`config.mk`:
```
export PLATFORM = sky130hd
export DESIGN_NAME = ex_muldiv_unit
export DESIGN_NICKNAME = d
export VERILOG_FILES = /design/src/rtl/ex_muldiv_unit.sv
export SDC_FILE = /design/constraint.sdc
export NUM_CORES = 2
export LEC_CHECK = 0
export CAP_MARGIN = 30
export CORE_UTILIZATION = 60
export CTS_BUF_LIST = sky130_fd_sc_hd__clkbuf_8
export DETAILED_ROUTE_END_ITERATION = 7
export GPL_TIMING_DRIVEN = 0
export PLACE_DENSITY = 0.77
export SKIP_CTS_REPAIR_TIMING = 1
export SYNTH_ARGS = -nofsm -noshare
export SYNTH_HDL_FRONTEND = slang
export SYNTH_SLANG_ARGS = --single-unit
```
`constraint.sdc`:
```
create_clock -name clk -period 27.3 [get_ports clk]
set_input_delay 2.73 -clock clk [delete_from_list [all_inputs] [get_ports clk]]
set_output_delay 2.73 -clock clk [all_outputs]
set_load 0.02 [all_outputs]
```
`src/rtl/ex_muldiv_unit.sv`:
```
// RV32M/RV64M multiply/divide unit beside the EX-stage ALU: fixed-latency multiply,
// iterative restoring divide, stall request while busy, and kill/pipeline-reset abort.
module ex_muldiv_unit #(
    parameter int unsigned XLEN       = 32,
    parameter int unsigned MUL_LAT    = 2,
    parameter int unsigned DIV_UNROLL = 1
) (
    input  logic            clk,
    input  logic            rst_n,
    input  logic            start,
    input  logic [2:0]      funct3,
    input  logic [XLEN-1:0] rs1,
    input  logic [XLEN-1:0] rs2,
    input  logic [4:0]      rd_adr_in,
    input  logic            kill,
    input  logic            rst_pipe,
    input  logic            stall,
    output logic            busy,
    output logic            done,
    output logic [XLEN-1:0] result,
    output logic [4:0]      rd_adr_out
);

    localparam int unsigned DivCycles = XLEN / DIV_UNROLL;
    localparam int unsigned CntW      = 7;

    typedef enum logic [2:0] {StIdle, StMul, StDiv, StFix, StDone} state_e;

    state_e          state_q, state_d;
    logic [CntW-1:0] cnt_q, cnt_d;
    logic [2:0]      op_q;
    logic [XLEN-1:0] a_q, b_q, rem_q, quo_q, res_q, res_d;
    logic [4:0]      rd_q, rd_out_q, rd_out_d;

    logic            in_idle, flush, accept;
    logic [2:0]      op;
    logic [XLEN-1:0] opa, opb;

    assign in_idle = (state_q == StIdle);
    assign flush   = kill | rst_pipe;
    assign accept  = start & in_idle & ~flush;

    // Operands come straight from the inputs in the accept cycle, from the latches afterwards.
    assign op  = in_idle ? funct3 : op_q;
    assign opa = in_idle ? rs1 : a_q;
    assign opb = in_idle ? rs2 : b_q;

    // Multiply: sign-extend to 2*XLEN so one modular product serves all four variants.
    logic                a_sx, b_sx;
    logic [2*XLEN-1:0]   mul_a, mul_b, prod;
    logic [XLEN-1:0]     mul_res;

    assign a_sx    = (op[1:0] != 2'b11) & opa[XLEN-1];
    assign b_sx    = ~op[1] & opb[XLEN-1];
    assign mul_a   = {{XLEN{a_sx}}, opa};
    assign mul_b   = {{XLEN{b_sx}}, opb};
    assign prod    = mul_a * mul_b;
    assign mul_res = (op[1:0] == 2'b00) ? prod[XLEN-1:0] : prod[2*XLEN-1:XLEN];

    logic            div_signed, a_neg, b_neg, div_zero, div_ovf;
    logic [XLEN-1:0] a_abs, b_abs, special_res, q_fix, r_fix, fix_res;

    assign div_signed  = ~op[0];
    assign a_neg       = div_signed & opa[XLEN-1];
    assign b_neg       = div_signed & opb[XLEN-1];
    assign a_abs       = a_neg ? -opa : opa;
    assign b_abs       = b_neg ? -opb : opb;
    assign div_zero    = (opb == '0);
    assign div_ovf     = div_signed & (opa == {1'b1, {(XLEN-1){1'b0}}}) & (&opb);
    assign special_res = div_zero ? (op[1] ? opa : '1) : (op[1] ? '0 : opa);
    assign q_fix       = (a_neg ^ b_neg) ? -quo_q : quo_q;
    assign r_fix       = a_neg ? -rem_q : rem_q;
    assign fix_res     = op[1] ? r_fix : q_fix;

    // The accept cycle performs the first restoring step so DIV+FIX fit in XLEN/DIV_UNROLL cycles.
    logic [XLEN-1:0] rem_w, quo_w;
    logic [XLEN:0]   sh;

    always_comb begin
        rem_w = in_idle ? '0 : rem_q;
        quo_w = in_idle ? a_abs : quo_q;
        sh    = '0;
        for (int unsigned i = 0; i < DIV_UNROLL; i++) begin
            sh    = {rem_w, quo_w[XLEN-1]};
            quo_w = {quo_w[XLEN-2:0], 1'b0};
            if (sh >= {1'b0, b_abs}) begin
                rem_w    = XLEN'(sh - {1'b0, b_abs});
                quo_w[0] = 1'b1;
            end else begin
                rem_w = sh[XLEN-1:0];
            end
        end
    end

    always_comb begin
        state_d  = state_q;
        cnt_d    = cnt_q;
        res_d    = res_q;
        rd_out_d = rd_out_q;
        unique case (state_q)
            StIdle: begin
                cnt_d = '0;
                if (accept) begin
                    if (!funct3[2]) begin
                        if (MUL_LAT == 1) begin
                            state_d  = StDone;
                            res_d    = mul_res;
                            rd_out_d = rd_adr_in;
                        end else begin
                            state_d = StMul;
                        end
                    end else if (div_zero || div_ovf) begin
                        state_d  = StDone;
                        res_d    = special_res;
                        rd_out_d = rd_adr_in;
                    end else begin
                        state_d = StDiv;
                    end
                end
            end
            StMul: begin
                if (cnt_q == CntW'(MUL_LAT - 2)) begin
                    state_d  = StDone;
                    res_d    = mul_res;
                    rd_out_d = rd_q;
                end else begin
                    cnt_d = cnt_q + CntW'(1);
                end
            end
            StDiv: begin
                if (cnt_q == CntW'(DivCycles - 2)) begin
                    state_d = StFix;
                end else begin
                    cnt_d = cnt_q + CntW'(1);
                end
            end
            StFix: begin
                state_d  = StDone;
                res_d    = fix_res;
                rd_out_d = rd_q;
            end
            StDone: begin
                if (!stall) state_d = StIdle;
            end
            default: state_d = StIdle;
        endcase
        // Abort wins over completion: nothing is written.
        if (flush && !in_idle) begin
            state_d  = StIdle;
            res_d    = res_q;
            rd_out_d = rd_out_q;
        end
    end

    always_ff @(posedge clk or negedge rst_n) begin
        if (!rst_n) begin
            state_q  <= StIdle;
            cnt_q    <= '0;
            op_q     <= '0;
            a_q      <= '0;
            b_q      <= '0;
            rd_q     <= '0;
            rem_q    <= '0;
            quo_q    <= '0;
            res_q    <= '0;
            rd_out_q <= '0;
        end else begin
            state_q  <= state_d;
            cnt_q    <= cnt_d;
            res_q    <= res_d;
            rd_out_q <= rd_out_d;
            if (accept) begin
                op_q <= funct3;
                a_q  <= rs1;
                b_q  <= rs2;
                rd_q <= rd_adr_in;
            end
            if (accept || state_q == StDiv) begin
                rem_q <= rem_w;
                quo_q <= quo_w;
            end
        end
    end

    assign busy       = (start & in_idle) | (state_q == StMul) | (state_q == StDiv)
                        | (state_q == StFix);
    assign done       = (state_q == StDone) & ~flush;
    assign result     = res_q;
    assign rd_adr_out = rd_out_q;

endmodule

```
; ---- Word level (Yosys, flattened, before mapping)
; Cells that the tools add are included.
[totals]
reg_bits = 182
word_cells = 104
[op_classes]
addsub = 6
n_mul = 1
magnitude_cmp = 1
eq_ne = 17
muxes = 37
n_bitwise = 18
n_reduce_logical = 14
[op_table]
columns = cell, n
row1 = two-way mux 32 bit, 18
row2 = negation 32 bit, 4
row3 = one-hot mux 32 bit (3 select lines), 1
row4 = multiplier 33 x 33 -> 64 bit, 1
row5 = greater-or-equal comparator 33 x 32 -> 1 bit, 1
row6 = equality test 32 bit (second input constant), 1
row7 = zero test 32 bit, 1
row8 = AND reduction 32 bit, 1
row9 = subtractor 32 bit, 1
row10 = two-way mux 3 bit, 7
row11 = one-hot mux 7 bit (3 select lines), 1
row12 = two-way mux 5 bit, 4
row13 = one-hot mux 3 bit (5 select lines), 1
row14 = one-hot mux 5 bit (3 select lines), 1
row15 = two-way mux 7 bit, 2
row16 = != test 2 bit (second input constant), 5
row17 = AND 1 bit, 9
row18 = != test 3 bit (second input constant), 3
row19 = adder 7 x 1 -> 7 bit (second input constant), 1
row20 = equality test 7 x 5 -> 1 bit (second input constant), 1
row21 = zero test 7 bit, 1
row22 = equality test 3 x 2 -> 1 bit (second input constant), 2
row23 = AND reduction 6 bit, 1
row24 = nonzero test 3 bit, 2
row25 = 16 further kinds, 24

; ---- Depth between registers and ports, before layout
[depth]
ltp_word = 11
ltp_mapped = 41
ltp_nobuf = 30

; ---- Least setup slack after synthesis
; Ideal clock, no wire load.
[synth_path]
path_type = input to register
from = input port funct3[1]
to = register res_q[26], in the netlist result[26]
setup_time_ps = 126
arrival_ps = 10783
required_ps = 27174
setup_slack_ps = 16391
stages = 28
path_buffers = 1
cell_sequence = mux2i_1 clkbuf_1 o21ai_1 nor2_1 fa_1 inv_1 fa_1 inv_1 fa_1 inv_1 fa_1 inv_1 fa_1 fa_1 fa_1 inv_1 fa_1 inv_1 ha_1 and2_1 or2_2 a211oi_1 o211ai_1 o2111ai_1 nand2_1 xnor2_1 nor2_1 o32a_1
[synth_between]
elab_chain_cells = 7
[synth_rtl]
columns = element, line_no
row1 = "start, declared", 11  ; input logic [2:0] funct3,
row2 = two-way mux 2 bit *, 44  ; assign op = in_idle ? funct3 : op_q;
row3 = "!= test 2 bit, or another cell as far along", 53  ; assign a_sx = (op[1:0] != 2'b11) & opa[XLEN-1];
row4 = "AND 1 bit, or another cell as far along", 53
row5 = multiplier 33 x 33 -> 64 bit or two-way mux 32 bit (tied branches), "57, 112"
row6 = "two-way mux 32 bit, on equally long branches", "58, 104"
row7 = "two-way mux 32 bit, on equally long branches", "122, 103"
row8 = one-hot mux 32 bit (3 select lines) *, 100  ; unique case (state_q)
row9 = "end signal, assigned", 170  ; res_q <= res_d;
row10 = "end, declared", 32  ; logic [XLEN-1:0] a_q, b_q, rem_q, quo_q, res_q, res_d;
; Mark *: on every way between the ends. The rest lies on a longest branch, timed or not. The select of a mux whose other input is x is not followed.
; A chain may end at the register's enable or synchronous reset.

; ---- Worst setup path after layout
[layout_path]
from = register state_q[2]
to = register res_q[21], in the netlist result[21]
[layout_between]
elab_chain_cells = 8
[layout_rtl]
columns = element, line_no
row1 = "start, declared", 29  ; state_e state_q, state_d;
row2 = "start signal, assigned", 157  ; state_q <= StIdle;
row3 = "start signal, assigned", 168  ; state_q <= state_d;
row4 = zero test 3 bit, "39, 100"
row5 = "two-way mux 2 bit, or another cell as far along", 44
row6 = "!= test 2 bit, or another cell as far along", 53
row7 = "AND 1 bit, or another cell as far along", 53
row8 = "multiplier 33 x 33 -> 64 bit, or another cell as far along", 57  ; assign prod = mul_a * mul_b;
row9 = "two-way mux 32 bit, or another cell as far along", 58  ; assign mul_res = (op[1:0] == 2'b00) ? prod[XLEN-1:0] : prod[2*XLEN-1:XLEN];
row10 = "two-way mux 32 bit, or another cell as far along", 122  ; if (cnt_q == CntW'(MUL_LAT - 2)) begin
row11 = one-hot mux 32 bit (3 select lines) or AND reduction 6 bit (tied branches), -
; Parallel ways exist; a longest one is shown, timed or not. The select of a mux whose other input is x is not followed.

==> qor.txt <==
outcome: complete, but fails checks
failing checks: design-rule violations
Crit-path slowest cell: xnor2_1
RePlAce Congestion: 1.136
slowest stage delay, CP: 830 ps
Slew headroom: 21.04%
die width: 295.8 µm
Worst Reg2Reg Path Length in Cells: 39
Die Y: 295.8 µm
TritonCTS buffer count: 17
setup_tns: 0 ps
Hold Path Class: register to register
pre-CTS setup slack: 13310 ps
DR vias: 47820
layout cells sized above 1: 4.783%
clock slew at reported path FFs: 130 ps
initial drt markers: 6995
Initial DRT Pass Iterations: 8
Worst Setup Path Type: register to register
Pins Over Slew Limit: 0
final hold viol count: 0
crit path max fanout: 10
CTS root buffer: clkbuf_8
hold slack: 496.6 ps
post-route insts no fill: 7344
Crit path max-delay family: buffers and inverters
CTS tree: yes
num ports: 117
cell count after placement: 7290
H-tree depth: 4
Achievable Freq: 67.75 MHz
average size of a mapped cell: 8.666 µm²
Post-synth EDFFs: 0
nets@finish: 7632
Clock Skews: 28.44 ps
gr usage total: 54.23%
core area: 85280 µm²
Syn-to-layout area delta: 7.433%
min cycle time layout: 14760 ps
Startpoint Class: register
initial antenna violation count: 11
die area: 87510 µm²
Initial Utilization: 60.74%
Worst Hold Launch: cnt_q[6]
HPWL after DPL: 193400 µm
register area share after synthesis: 8.792%
pin count of the biggest net entering global routing: 109
synthesis warning total: 0
DRC viols: 7
final antenna-violating net count: 0
reg-to-reg startpoint: state_q[2]
CTS max path bufs: 2
first-pass GRT wire length: 329800 µm
GRT overflow: 0
reg2reg setup slack: 12540 ps
final worst setup slack: 12540 ps
PortBufs: 115
period utilisation layout: 54.07%
hold worst-path end: cnt_q[6]
Vias/cell: 6.511
worst slew pin tran: 1184 ps
endpoints failing setup: 0
WP buf/inv: 16
max cap viols: 0
reg-to-reg endpoint: result[21]
RSZ-0062 raised after global routing: false
hold depth: 1
#FFs+latches synth: 182
Num Clock Sinks: 182
Synth Instances: 5977
FP Rows: 107
Syn Nets: 7433
Crit path required time: 27750 ps
Worst Path Arrival: 15210 ps
average wire per standard cell: 31.51 µm
Critical Path End Type: register
vias in the first global route: 47870
Top FF cell, synth: dfrtp_1
DRT Wirelength: 231400 µm
synthesized cell area: 51800 µm²
cell mode on critical path: fa_1
library cells used by synthesis: 88
worst skew pair latency: 550 ps
ys async rst share: 100.0%
## state kept, by name, indices dropped and copies added, names as in the netlist
register / flops
quo_q: 32
b_q: 32
rd_q: 5
rem_q: 32
cnt_q: 7
a_q: 32
op_q: 2
state_q: 3
result: 32
rd_adr_out: 5
## per-stage QoR
step | utilization, % | area [µm²]
after floorplan | - | 51800
after global placement | 63.77 | 54380
after detailed placement | 64.61 | 55100
after CTS | 65.07 | 55490
after global routing | 65.22 | 55620
final | 65.25 | 55650
## synthesized netlist by cell type (43+ instances only)
| master | instances | area (µm²) |
|---|---|---|
| clkbuf_1 | 255 | 957.2 |
| xor2_1 | 73 | 639.4 |
| nand2_1 | 992 | 3724 |
| dfrtp_1 | 182 | 4554 |
| fa_1 | 1126 | 22540 |
| xnor2_1 | 135 | 1182 |
| and2_1 | 43 | 269.0 |
| a31oi_1 | 44 | 275.3 |
| ha_1 | 252 | 3153 |
| a21oi_1 | 227 | 1136 |
| o21ai_0 | 169 | 845.8 |
| nor2_1 | 574 | 2155 |
| mux2_2 | 107 | 1205 |
| mux2i_1 | 81 | 810.8 |
| inv_1 | 1159 | 4350 |
## worst register-to-register path: cells and delay by family (launching register included)
| family | cells | cell delay, ps |
|---|---|---|
| flip-flops | 1 | 390 |
| buffers and inverters | 16 | 5350 |
| AND/OR/NAND/NOR | 6 | 1620 |
| AO/OA/AOI/OAI | 7 | 1860 |
| XOR/XNOR | 1 | 830 |
| adder cells (fa/ha/maj) | 9 | 4610 |
## kinds of logic after synthesis
group,Yosys count,synth area share [%]
xor gates and xnor gates,208,3.517
and+or+nand+nor,1858,14.93
adders and majority gates,1378,49.61
AOI/OAI and AO/OA,693,8.353
DFF,182,8.792
muxes,194,4.063
buffers and inverters,1464,10.74
## worst max-delay path by stage
stage / cells past startpoint / endpoint / start
finish: 39 / result[21] / state_q[2]
global route: 37 / result[27] / state_q[2]
floorplan: 28 / result[26] / funct3[1]
detailed placement: 30 / result[27] / funct3[1]
CTS: 37 / result[27] / state_q[2]
global placement: 28 / result[11] / rs2[31]
## cell type report
class                           count  area (µm²)
Multi-Input combinational cell   4331       41760
Fill cell                        7268       29630
Sequential cell                   182        4554
Inverter                         1159        4350
Timing Repair Buffer              180        1926
Tap cell                         1144        1431
Buffer                            305        1211
Clock buffer                       17       234.0
Clock inverter                     15       158.9
Antenna cell                       11       27.53
## layer usage
metal / wire [µm] / vias up / global-route usage, %
met5: 373 / - / 0.4989
met4: 23690 / 12 / 42.28
met3: 39690 / 1143 / 25.92
met2: 88360 / 4281 / 71.54
met1: 79270 / 23630 / 67.69
li1: - / 18750 / -
## placed cells by master (no fill, tap or decap), types with 42 or more instances in the layout
cell type,count
xor2_1,73
xnor2_1,135
a31oi_1,44
and2_1,43
dfrtp_1,182
nor2_1,574
nand4_1,42
fa_1,1126
mux2i_1,63
inv_1,1159
mux2_2,107
clkbuf_1,255
ha_1,252
nand2_1,992
a21oi_1,227
o21ai_0,169
clkdlybuf4s50_1,114
Power is left out: the tool's default activity adds up to more than one toggle a clock period on the data nets, which glitch-free logic cannot reach.
